File: config.mk
export PLATFORM = sky130hd
export DESIGN_NAME = cache_miss_handler
export DESIGN_NICKNAME = d
export VERILOG_FILES = /design/src/rtl/cache_miss_handler_pkg.sv /design/src/rtl/cache_miss_handler_way_sel.sv /design/src/rtl/cache_miss_handler.sv
export SDC_FILE = /design/constraint.sdc
export NUM_CORES = 1
export LEC_CHECK = 0
export CAP_MARGIN = 10
export CELL_PAD_IN_SITES_DETAIL_PLACEMENT = 0
export CELL_PAD_IN_SITES_GLOBAL_PLACEMENT = 1
export CORE_MARGIN = 3
export CORE_UTILIZATION = 33
export CTS_CLUSTER_DIAMETER = 150
export CTS_CLUSTER_SIZE = 24
export DETAILED_ROUTE_END_ITERATION = 7
export PLACE_DENSITY_LB_ADDON = 0.15
export RECOVER_POWER = 100
export REMOVE_ABC_BUFFERS = 1
export SETUP_SLACK_MARGIN = 0.05
export SYNTH_ARGS = -nofsm -noshare
export SYNTH_HDL_FRONTEND = slang
export SYNTH_SLANG_ARGS = --single-unit
File: constraint.sdc
create_clock -name clk -period 15.8 [get_ports clk]
set_input_delay 3.16 -clock clk [delete_from_list [all_inputs] [get_ports clk]]
set_output_delay 3.16 -clock clk [all_outputs]
set_load 0.01 [all_outputs]
File: src/rtl/cache_miss_handler_pkg.sv
// Shared cache geometry and miss-handler FSM state encoding.
package cache_miss_handler_pkg;

   localparam int INDEX_WIDTH  = 6;
   localparam int OFFSET_WIDTH = 2;
   localparam int WORD_WIDTH   = 32;
   localparam int WAY_NUM      = 4;
   localparam int TAG_WIDTH    = 22;
   localparam int LINE_WORDS   = 2**OFFSET_WIDTH;

   typedef enum logic [2:0] {
      IDLE    = 3'd0,
      WB_REQ  = 3'd1,
      WB_RD   = 3'd2,
      WB_WR   = 3'd3,
      RF_REQ  = 3'd4,
      RF_DATA = 3'd5,
      UPDATE  = 3'd6
   } state_e;

endpackage

File: src/rtl/cache_miss_handler_way_sel.sv
// Lowest-set-bit cleaner: turns a possibly multi-hot way vector into one-hot.
module way_sel_enc
   import cache_miss_handler_pkg::*;
#(
   parameter int WAYS = WAY_NUM
) (
   input  logic [WAYS-1:0] way_i,
   output logic [WAYS-1:0] way_o
);

   // The two's-complement carry stops at the lowest set bit, isolating it.
   always_comb begin
      way_o = way_i & (~way_i + WAYS'(1));
   end

endmodule

File: src/rtl/cache_miss_handler.sv
// Cache miss handler: dirty victim write-back, line refill with store merge,
// tag/valid/dirty update and critical-word load return; stalls while busy.
module cache_miss_handler
   import cache_miss_handler_pkg::*;
(
   input  logic                    clk,
   input  logic                    rst,
   input  logic                    miss_valid,
   input  logic                    miss_wr,
   input  logic [INDEX_WIDTH-1:0]  miss_index,
   input  logic [OFFSET_WIDTH-1:0] miss_offset,
   input  logic [TAG_WIDTH-1:0]    miss_tag,
   input  logic [WORD_WIDTH-1:0]   miss_store_data,
   input  logic [WAY_NUM-1:0]      miss_way,
   input  logic                    victim_dirty,
   input  logic [TAG_WIDTH-1:0]    victim_tag,
   output logic                    arr_rd_en,
   output logic [WAY_NUM-1:0]      arr_rd_way,
   output logic [INDEX_WIDTH-1:0]  arr_rd_index,
   output logic [OFFSET_WIDTH-1:0] arr_rd_word,
   input  logic [WORD_WIDTH-1:0]   arr_rd_data,
   output logic                    arr_wr_en,
   output logic [WAY_NUM-1:0]      arr_wr_way,
   output logic [INDEX_WIDTH-1:0]  arr_wr_index,
   output logic [OFFSET_WIDTH-1:0] arr_wr_word,
   output logic [WORD_WIDTH-1:0]   arr_wr_data,
   output logic                    tag_wr_en,
   output logic [TAG_WIDTH-1:0]    tag_wr_tag,
   output logic                    tag_wr_dirty,
   output logic                    mem_req_valid,
   input  logic                    mem_req_ready,
   output logic                    mem_req_wr,
   output logic [31:0]             mem_req_addr,
   output logic                    mem_wvalid,
   input  logic                    mem_wready,
   output logic [WORD_WIDTH-1:0]   mem_wdata,
   input  logic                    mem_rvalid,
   input  logic [WORD_WIDTH-1:0]   mem_rdata,
   output logic                    load_valid,
   output logic [WORD_WIDTH-1:0]   load_data,
   output logic                    stall,
   output logic                    done
);

   localparam logic [OFFSET_WIDTH-1:0] LAST_BEAT = OFFSET_WIDTH'(LINE_WORDS - 1);

   state_e                  state_q, state_d;
   logic [OFFSET_WIDTH-1:0] beat_q, beat_d;
   logic                    wfirst_q, wfirst_d;
   logic                    load_valid_q, load_valid_d;
   logic [WORD_WIDTH-1:0]   load_data_q, load_data_d;

   logic                    wr_q, wr_d;
   logic [INDEX_WIDTH-1:0]  index_q, index_d;
   logic [OFFSET_WIDTH-1:0] offset_q, offset_d;
   logic [TAG_WIDTH-1:0]    tag_q, tag_d;
   logic [WORD_WIDTH-1:0]   sdata_q, sdata_d;
   logic [WAY_NUM-1:0]      way_q, way_d;
   logic [TAG_WIDTH-1:0]    vtag_q, vtag_d;
   logic [WORD_WIDTH-1:0]   wdata_q, wdata_d;

   logic [WAY_NUM-1:0]      way_clean;
   logic                    accept;
   logic                    crit;

   way_sel_enc #(.WAYS(WAY_NUM)) u_way_sel (
      .way_i (miss_way),
      .way_o (way_clean)
   );

   function automatic logic [31:0] line_addr(input logic [TAG_WIDTH-1:0]   t,
                                             input logic [INDEX_WIDTH-1:0] i);
      return {t, i, {OFFSET_WIDTH{1'b0}}, 2'b00};
   endfunction

   assign accept     = (state_q == IDLE) & miss_valid & (|miss_way);
   assign crit       = (beat_q == offset_q);
   assign stall      = (state_q != IDLE) | (miss_valid & (|miss_way));
   assign load_valid = load_valid_q;
   assign load_data  = load_data_q;

   // Control state: FSM, beat counter, write-beat capture flag, load return.
   always_ff @(posedge clk) begin
      if (rst) begin
         state_q      <= IDLE;
         beat_q       <= '0;
         wfirst_q     <= 1'b0;
         load_valid_q <= 1'b0;
         load_data_q  <= '0;
      end else begin
         state_q      <= state_d;
         beat_q       <= beat_d;
         wfirst_q     <= wfirst_d;
         load_valid_q <= load_valid_d;
         load_data_q  <= load_data_d;
      end
   end

   // Captured miss context and the held write-back beat; no reset needed.
   always_ff @(posedge clk) begin
      wr_q     <= wr_d;
      index_q  <= index_d;
      offset_q <= offset_d;
      tag_q    <= tag_d;
      sdata_q  <= sdata_d;
      way_q    <= way_d;
      vtag_q   <= vtag_d;
      wdata_q  <= wdata_d;
   end

   // Next-state and output decode for the miss sequence.
   always_comb begin
      state_d       = state_q;
      beat_d        = beat_q;
      wfirst_d      = 1'b0;
      load_valid_d  = 1'b0;
      load_data_d   = load_data_q;
      wr_d          = wr_q;
      index_d       = index_q;
      offset_d      = offset_q;
      tag_d         = tag_q;
      sdata_d       = sdata_q;
      way_d         = way_q;
      vtag_d        = vtag_q;
      wdata_d       = wdata_q;
      arr_rd_en     = 1'b0;
      arr_rd_way    = '0;
      arr_rd_index  = '0;
      arr_rd_word   = '0;
      arr_wr_en     = 1'b0;
      arr_wr_way    = '0;
      arr_wr_index  = '0;
      arr_wr_word   = '0;
      arr_wr_data   = '0;
      tag_wr_en     = 1'b0;
      tag_wr_tag    = '0;
      tag_wr_dirty  = 1'b0;
      mem_req_valid = 1'b0;
      mem_req_wr    = 1'b0;
      mem_req_addr  = '0;
      mem_wvalid    = 1'b0;
      mem_wdata     = '0;
      done          = 1'b0;

      case (state_q)
         IDLE: begin
            if (accept) begin
               wr_d     = miss_wr;
               index_d  = miss_index;
               offset_d = miss_offset;
               tag_d    = miss_tag;
               sdata_d  = miss_store_data;
               way_d    = way_clean;
               vtag_d   = victim_tag;
               beat_d   = '0;
               state_d  = victim_dirty ? WB_REQ : RF_REQ;
            end
         end
         WB_REQ: begin
            mem_req_valid = 1'b1;
            mem_req_wr    = 1'b1;
            mem_req_addr  = line_addr(vtag_q, index_q);
            if (mem_req_ready) begin
               beat_d  = '0;
               state_d = WB_RD;
            end
         end
         WB_RD: begin
            arr_rd_en    = 1'b1;
            arr_rd_way   = way_q;
            arr_rd_index = index_q;
            arr_rd_word  = beat_q;
            wfirst_d     = 1'b1;
            state_d      = WB_WR;
         end
         WB_WR: begin
            // Read data is only guaranteed in the first cycle; hold it after.
            mem_wvalid = 1'b1;
            mem_wdata  = wfirst_q ? arr_rd_data : wdata_q;
            wdata_d    = mem_wdata;
            if (mem_wready) begin
               if (beat_q == LAST_BEAT) begin
                  beat_d  = '0;
                  state_d = RF_REQ;
               end else begin
                  beat_d  = beat_q + OFFSET_WIDTH'(1);
                  state_d = WB_RD;
               end
            end
         end
         RF_REQ: begin
            mem_req_valid = 1'b1;
            mem_req_wr    = 1'b0;
            mem_req_addr  = line_addr(tag_q, index_q);
            if (mem_req_ready) begin
               beat_d  = '0;
               state_d = RF_DATA;
            end
         end
         RF_DATA: begin
            if (mem_rvalid) begin
               arr_wr_en    = 1'b1;
               arr_wr_way   = way_q;
               arr_wr_index = index_q;
               arr_wr_word  = beat_q;
               arr_wr_data  = (wr_q && crit) ? sdata_q : mem_rdata;
               if (!wr_q && crit) begin
                  load_data_d  = mem_rdata;
                  load_valid_d = 1'b1;
               end
               if (beat_q == LAST_BEAT) begin
                  beat_d  = '0;
                  state_d = UPDATE;
               end else begin
                  beat_d  = beat_q + OFFSET_WIDTH'(1);
               end
            end
         end
         UPDATE: begin
            tag_wr_en    = 1'b1;
            tag_wr_tag   = tag_q;
            tag_wr_dirty = wr_q;
            done         = 1'b1;
            state_d      = IDLE;
         end
         default: begin
            state_d = IDLE;
         end
      endcase
   end

endmodule
==> results of run 1 <==
-- cell families after synthesis --
kind of cell / share of synthesized area (%)
other: 0.0534
DFF: 62.9
buffers and inverters: 3.24
xor gates and xnor gates: 0.374
muxes: 15.0
AOI/OAI and AO/OA: 4.10
and+or+nand+nor: 14.2
adders and majority gates: 0.178
-- per-layer routing --
metal	global-route usage [%]	vias up
met1	21.0	2546
li1	-	2541
met5	0	-
met3	6.37	25
met2	30.6	223
met4	6.21	0
-- metrics by stage --
stage	area, sq um	instances	hold WS [ps]	utilization, %	power (mW)
2_1_floorplan	6810	490	492	-	0.789
3_3_place_gp	10600	1105	472	51.6	1.00
3_5_place_dp	10600	1105	480	51.6	1.01
4_1_cts	11200	1137	497	54.3	1.41
5_1_grt	11100	1140	523	54.1	1.44
6_report	11100	1140	485	54.1	1.37
-- area by class of cell --
cell class | count | area share (%)
flip-flops and latches | 160 | 39.7
repair buffers | 345 | 30.7
multi-input cells | 328 | 21.4
clock buffers | 18 | 3.86
well taps | 270 | 3.03
clock inverters | 14 | 1.19
inverters | 2 | 0.0674
diodes | 3 | 0.0674
-- state kept, by name, summed over array words and instances (netlist names) --
name / count
load_data: 32
offset_q: 2
load_valid: 1
wfirst_q: 1
state_q: 3
vtag_q: 22
sdata_q: 32
tag_q: 22
beat_q: 2
index_q: 6
wr_q: 1
way_q: 4
wdata_q: 32
-- worst max path at each step --
stage,endpoint,startpoint,slack [ps]
5_1_grt,arr_wr_index[5],mem_rvalid,5650
4_1_cts,arr_wr_way[2],mem_rvalid,7090
6_report,arr_wr_index[5],mem_rvalid,5960
3_5_place_dp,arr_wr_way[2],mem_rvalid,7100
3_3_place_gp,arr_wr_word[1],mem_rvalid,7190
2_1_floorplan,index_q[0]$_DFFE_PP_,miss_way[0],8030
-- power breakdown --
part	switching [mW]	internal (mW)	total, mW
sequential	0.0341	0.558	0.593
combinational	0.207	0.176	0.383
clock	0.178	0.219	0.397
total	0.419	0.954	1.37
-- synthesized netlist by cell type, drive strengths merged, types with 2 or more instances --
cell type  instances
a211o              2
and2              73
nor2b              3
nand2b             8
nand2              5
xnor2              3
nand4b             2
dfxtp             39
a22o              22
a21oi              2
nor3               2
mux2              32
nand3              2
edfxtp           121
mux2i             69
inv                2
and3              12
buf               20
nor2              71
clkbuf            22
nor3b              2
-- worst min-delay path: cells and delay by family, from the launching register on --
family	cells	cell delay, ps
and+or+nand+nor	1	70
DFF	1	320
muxes	1	60
==> reports/metrics.csv, run 1 <==
metric;value;unit
dr.pass1.iters;4;
setup_ws;5960;ps
grt_pass1_vias;5739;
totalWireLength;21100;um
rr_startpoint;state_q[1]$_SDFFE_PP0P_;
highest-signal-layer;met4;
min_to;load_data[7]$_SDFFE_PP0P_;
peakVddDrop;0.0740;mV
coreArea;20600;sq um
final-hold-violation-count;0;
via_per_inst;4.68;
path_class;input pin to output port;
slew_viol_final;280;
place.gp.congestion;0.787;
maxSlewHeadroom;-183;%
crit_fanout;35;
area_growth;58.5;%
wl_met3;1720;um
wl_per_cell;18.6;um
cpLargestDelayFamily;buffers and inverters;
synth_top_area_share;51.7;%
fp.dieW;152;um
rr_endpoint;sdata_q[29]$_DFFE_PP_;
setup_tns;0;ps
layout_common_cells;dlygate4sd3_1, edfxtp_1, clkdlybuf4s50_1;
dr_total_vias;5335;
io_pins;344;
final_common_cell;dlygate4sd3_1;
crit_cells;5;
synth_edf_count;121;
netlist_instances;529;
fill_cells;1807;
wl_met2;10600;um
required;12640;ps
outcome;finished, violations left;
synth_area;7020;sq um
clk_path_buf_depth;2;
synth_seq_cells;160;
cts_tree;yes;
dp_hpwl;15100;um
numCtsBuffers;17;
synth_area_leaders;edfxtp_1, dfxtp_1, mux2i_1;
postRouteAntennaNets;0;
drv_cap;6;
finalSetupViolations;0;
worst-path-buf-inv;3;
crit_path_start_kind;input pin;
hp-class;flop to flop;
yosys_most_used_dff;edfxtp_1;
start_util;34.2;%
rows;52;
cp_cell_sequence;dlygate4sd3_1 -> nand4b_1 -> inv_1 -> and2_1 -> dlygate4sd3_1;
layout_min_cycle_time;9840;ps
path_clk_slew;70;ps
rr_worst_depth;4;
final_layout_size_suffix_gt1_share;5.65;%
rrSetupSlack;9800;ps
crit_top_cell;dlygate4sd3_1;
finClkSkew;12.4;ps
place_worst_setup_slack;7100;ps
root_buffer;clkbuf_16;
syn_avg_cell_area;13.3;sq um
yosysWarnings;0;
p_per_area;123;nW/um^2
clkLatencyLatePin;420;ps
crit_slowest_cell;nand4b_1;
fmax;0.102;GHz
track_usage;17.9;%
seq_area_frac_synth;62.9;%
period_share;62.3;%
slowest_delay;1160;ps
arrival;6680;ps
violations;capacitance limit, slew limit;
grt_pass1_wl;32800;um
ys_async_sr_fraction;0;%
grt_max_degree;77;
synth_top_cell_by_area;edfxtp_1;
hold_start;load_data[7]$_SDFFE_PP0P_;
drc;0;
first_iter_violations;242;
multi_input_area;2380;sq um
die_h;152;um
worst_pin_slew;4250;ps
die_area;23100;sq um
nets;1015;
ctsResizeCount;0;
regArea;4410;sq um
cts_htree_levels;4;
p_leak;4.40;nW
holdBufCountCts;0;
clock-sinks;160;
rsz0062_at_grt;false;
grt-ovfl-total;0;
postCtsSetupBuffers;0;
whs_path_depth;2;
synth_cell_types;41;
wl_met1;8430;um
antenna_found_initial;3;
end_kind;output port;
portBuffers;339;
Note: power is estimated with default switching activity, not from simulation.
==> run 2, diff against run 1 <==
--- a/config.mk
+++ b/config.mk
@@ -9,7 +9,7 @@
 export CELL_PAD_IN_SITES_DETAIL_PLACEMENT = 0
 export CELL_PAD_IN_SITES_GLOBAL_PLACEMENT = 1
 export CORE_MARGIN = 3
-export CORE_UTILIZATION = 33
+export CORE_UTILIZATION = 31
 export CTS_CLUSTER_DIAMETER = 150
 export CTS_CLUSTER_SIZE = 24
 export DETAILED_ROUTE_END_ITERATION = 7
==> constraint.sdc (replaced) <==
create_clock -name clk -period 9.67 [get_ports clk]
set_input_delay 1.934 -clock clk [delete_from_list [all_inputs] [get_ports clk]]
set_output_delay 1.934 -clock clk [all_outputs]
set_load 0.01 [all_outputs]
==> run 2 against run 1 <==
  * The flow still finishes with violations (capacitance limit, slew limit)
  * Hold slack better by 10 ps
  * Die area is 6.2% higher
  * Final cell count is 1.1% higher
  * Via count is 0.47% lower
  * Clock skew is 1.2 ps lower
  * Critical endpoint is now way_q[3]$_DFFE_PP_
==> reports/metrics.csv, run 2 (synthesis results as in run 1) <==
metric;value;unit
wl_met2;10800;um
grt_pass1_vias;5434;
crit_fanout;65;
peakVddDrop;0.112;mV
grt_pass1_wl;31800;um
required;9610;ps
postCtsSetupBuffers;0;
drv_cap;7;
swShare;30.8;%
dr.pass1.iters;4;
period_share;76.8;%
hp-class;flop to flop;
p_per_area;202;nW/um^2
wl_per_cell;18.3;um
hold_start;load_data[6]$_SDFFE_PP0P_;
final_common_cell;dlygate4sd3_1;
whs_path_depth;2;
finClkSkew;11.3;ps
coreArea;22000;sq um
p_leak;4.50;nW
fmax;0.135;GHz
clk_path_buf_depth;2;
numCtsBuffers;17;
rrSetupSlack;3630;ps
die_area;24500;sq um
arrival;7360;ps
first_iter_violations;196;
rr_startpoint;state_q[1]$_SDFFE_PP0P_;
die_h;157;um
path_clk_slew;70;ps
rr_endpoint;way_q[3]$_DFFE_PP_;
area_growth;59.3;%
antenna_found_initial;8;
place.gp.congestion;0.805;
end_kind;flop;
slew_viol_final;295;
violations;capacitance limit, slew limit;
worst_pin_slew;3570;ps
rr_worst_depth;3;
final_layout_size_suffix_gt1_share;5.43;%
dp_hpwl;15500;um
fp.dieW;157;um
min_to;load_data[6]$_SDFFE_PP0P_;
track_usage;16.8;%
finalSetupViolations;0;
cts_htree_levels;4;
start_util;31.9;%
rsz0062_at_grt;false;
clkLatencyLatePin;420;ps
highest-signal-layer;met5;
sequentialPowerShare;43.0;%
setup_tns;0;ps
holdBufCountCts;0;
postRouteAntennaNets;0;
wl_met1;8150;um
placed_cell_area;10600;sq um
io_pins;344;
totalWireLength;21100;um
via_per_inst;4.61;
wl_met3;1770;um
final-hold-violation-count;0;
ctsResizeCount;0;
clock-sinks;160;
grt-ovfl-total;0;
rows;54;
grt_max_degree;67;
layout_common_cells;dlygate4sd3_1, edfxtp_1, clkdlybuf4s50_1;
combPwrFrac;27.0;%
dr_total_vias;5310;
pwr-share-clk;30.0;%
drc;0;
fin_area;11200;sq um
crit_path_start_kind;input pin;
root_buffer;clkbuf_16;
p_switching;0.696;mW
p_int;1.56;mW
portBuffers;339;
nets;1014;
layout_min_cycle_time;7420;ps
outcome;finished, violations left;
maxSlewHeadroom;-138;%
cts_tree;yes;
path_class;input pin to flop;
## run 2: cell count changes in the layout (fill, tap and decap cells not counted), moves of 3 or more
cell	change
and2_0	-16
and2_1	+16
clkdlybuf4s50_1	-15
clkinv_2	-3
clkinvlp_4	-3
diode_2	+3
dlygate4sd3_1	+15
inv_6	+3
## run 2: per-stage QoR
step,util (%),total power [mW],cells,worst slack (ps),hold WS [ps]
after global routing,50.8,2.38,1151,1700,528
after global placement,48.2,1.63,1114,3550,472
after detailed placement,48.2,1.64,1114,3450,485
after CTS,50.9,2.33,1146,3450,502
final,50.8,2.26,1152,2250,496
after floorplan,-,1.29,490,3120,492
## run 2: per-layer routing
layer / up-vias / track usage, %
met1: 2514 / 19.7
met4: 6 / 5.29
met3: 29 / 6.28
li1: 2552 / -
met2: 209 / 28.7
met5: - / 0
## run 2: critical path, cell delays in order
cell and delay, ps:
dlygate4sd3_1 620, o41ai_1 110, clkbuf_1 160, nor2b_1 1830, clkbuf_1 2620
## run 2: cell type report
type,count,area (sq um)
multi-input combinational,328,2380
clock buffer,17,425
inverter,2,7.51
sequential,160,4410
clock inverter,15,171
fill,1931,10800
antenna,6,15.0
timing repair buffer,344,3420
tap,280,350
## run 2: power by group through the flow
stage / registers, mW / clock network, mW / logic, mW
2_1_floorplan: 0.978 / 0 / 0.310
3_3_place_gp: 0.971 / 0 / 0.658
3_5_place_dp: 0.976 / 0 / 0.668
4_1_cts: 0.961 / 0.701 / 0.672
5_1_grt: 0.987 / 0.734 / 0.660
6_report: 0.972 / 0.679 / 0.609
## run 2: worst max-delay path by stage
stage / endpoint / cells past startpoint / from
final: way_q[3]$_DFFE_PP_ / 5 / miss_way[0]
after global routing: offset_q[1]$_DFFE_PP_ / 5 / miss_way[0]
after CTS: arr_wr_way[3] / 5 / mem_rvalid
after detailed placement: arr_wr_way[3] / 5 / mem_rvalid
after global placement: arr_wr_way[3] / 5 / mem_rvalid
after floorplan: index_q[0]$_DFFE_PP_ / 2 / miss_way[0]
==> run 3, diff against run 2 <==
==> constraint.sdc (replaced) <==
create_clock -name clk -period 7.7 [get_ports clk]
set_input_delay 1.54 -clock clk [delete_from_list [all_inputs] [get_ports clk]]
set_output_delay 1.54 -clock clk [all_outputs]
set_load 0.01 [all_outputs]
==> run 3 against run 2 <==
  * The run still ends with capacitance limit, slew limit left
  * Clock power is 20% higher
  * Routed wire length hardly changed
  * Setup slack lost 340 ps
  * Combinational power increased by 25%
  * Clock-buffer cell count did not move
  * Register-to-register slack got worse by 740 ps
  * Global-route usage barely moved
  * Total power up 24%
  * Final cell count fell by 0.17%
  * Sequential cell count did not move
  * Critical path type unchanged
==> reports/metrics.csv, run 3 (synthesis results as in run 1) <==
metric;value;unit
outcome;finished, violations left;
violations;capacitance limit, slew limit;
final-hold-violation-count;0;
rr_endpoint;offset_q[1]$_DFFE_PP_;
drc;0;
area_growth;59.1;%
whs_path_depth;2;
slew_viol_final;259;
min_to;load_data[25]$_SDFFE_PP0P_;
cts_htree_levels;4;
grt_pass1_vias;5474;
cts_tree;yes;
drv_cap;6;
dr.pass1.iters;4;
holdBufCountCts;0;
grt_pass1_wl;31700;um
fp.dieW;157;um
crit_fanout;65;
slowest_delay;1840;ps
final_common_cell;dlygate4sd3_1;
rrSetupSlack;2890;ps
numCtsBuffers;17;
peakVddDrop;0.140;mV
setup_tns;0;ps
finClkSkew;10.7;ps
antenna_found_initial;7;
rr_startpoint;state_q[1]$_SDFFE_PP0P_;
hold_start;load_data[25]$_SDFFE_PP0P_;
place.gp.congestion;0.805;
cp_cell_sequence;dlygate4sd3_1 -> o41ai_1 -> clkbuf_1 -> nor2b_1 -> clkbuf_2;
die_h;157;um
path_class;input pin to flop;
postRouteAntennaNets;0;
end_kind;flop;
p_leak;4.51;nW
clkLatencyLatePin;420;ps
root_buffer;clkbuf_16;
finalSetupViolations;0;
crit_slowest_cell;nor2b_1;
required;7710;ps
rr_worst_depth;3;
placed_cell_area;10600;sq um
fmax;0.173;GHz
track_usage;16.8;%
rows;54;
start_util;31.9;%
layout_min_cycle_time;5790;ps
arrival;5800;ps
clk_path_buf_depth;2;
path_clk_slew;60;ps
grt-ovfl-total;0;
via_per_inst;4.63;
worst_pin_slew;2470;ps
maxSlewHeadroom;-64.7;%
wl_per_cell;18.3;um
io_pins;344;
ctsResizeCount;0;
nets;1014;
regArea;4410;sq um
dr_total_vias;5329;
grt_max_degree;67;
hp-class;flop to flop;
clock-sinks;160;
portBuffers;339;
multi_input_area;2400;sq um
p_total;2.79;mW
first_iter_violations;285;
final_layout_size_suffix_gt1_share;5.43;%
crit_path_start_kind;input pin;
period_share;75.2;%
die_area;24500;sq um
coreArea;22000;sq um
layout_common_cells;dlygate4sd3_1, edfxtp_1, clkdlybuf4s50_1;
totalWireLength;21100;um
rsz0062_at_grt;false;
postCtsSetupBuffers;0;
fin_area;11200;sq um
p_per_area;250;nW/um^2
dp_hpwl;15500;um
fill_cells;1958;
==> run 3: cell count changes in the layout (fill, tap and decap cells not counted), moves of 2 or more <==
| cell | delta |
|---|---|
| diode_2 | -2 |
| clkdlybuf4s50_1 | +2 |
| clkinvlp_4 | +2 |
| mux2_1 | +2 |
| mux2_2 | -2 |
| dlygate4sd3_1 | -2 |
| inv_8 | -3 |
==> run 3: power breakdown <==
part | switching, mW | internal (mW) | total [mW]
Combinational | 0.406 | 0.358 | 0.764
Sequential | 0.0815 | 1.13 | 1.21
Clock | 0.385 | 0.429 | 0.813
Total | 0.872 | 1.92 | 2.79
==> run 3: how the worst max path moves through the flow <==
stage / cells after the start / startpoint / slack (ps) / end
2_1_floorplan: 2 / miss_way[0] / 1550 / index_q[0]$_DFFE_PP_
3_3_place_gp: 5 / mem_rvalid / 2370 / arr_wr_way[3]
3_5_place_dp: 5 / mem_rvalid / 2260 / arr_wr_way[3]
4_1_cts: 5 / mem_rvalid / 2250 / arr_wr_way[3]
5_1_grt: 5 / miss_way[0] / 1510 / tag_q[13]$_DFFE_PP_
6_report: 5 / miss_way[0] / 1910 / offset_q[1]$_DFFE_PP_
==> run 3: routing by layer <==
layer  part of all wire [%]  wire (um)  global-route usage, %  vias to the layer above
li1                       -          -                      -                     2540
met1                     39       8240                   19.7                     2551
met2                     51      10800                   28.9                      209
met3                    7.9       1680                   6.47                       23
met4                    1.5        322                   4.67                        6
met5                   0.10         22                      0                        -
==> run 3: worst max-delay path, delay by kind of cell <==
kind	cells	cell delay (ps)
compound gates	1	110
simple gates	1	1840
buf+inv	3	2230
==> run 3: cell type report <==
type	count	area share [%]
Antenna cell	4	0.0896
Clock buffer	17	3.81
Clock inverter	15	1.32
Inverter	2	0.0672
Multi-Input combinational cell	328	21.5
Sequential cell	160	39.5
Tap cell	280	3.14
Timing Repair Buffer	344	30.6
==> run 3: through the flow <==
| step | hold WS (ps) | util [%] | setup slack (ps) | cells |
|---|---|---|---|---|
| after global routing | 525 | 50.7 | 1510 | 1150 |
| final | 487 | 50.7 | 1910 | 1150 |
| after global placement | 472 | 48.2 | 2370 | 1114 |
| after floorplan | 492 | - | 1550 | 490 |
| after CTS | 501 | 50.8 | 2250 | 1146 |
| after detailed placement | 486 | 48.2 | 2260 | 1114 |
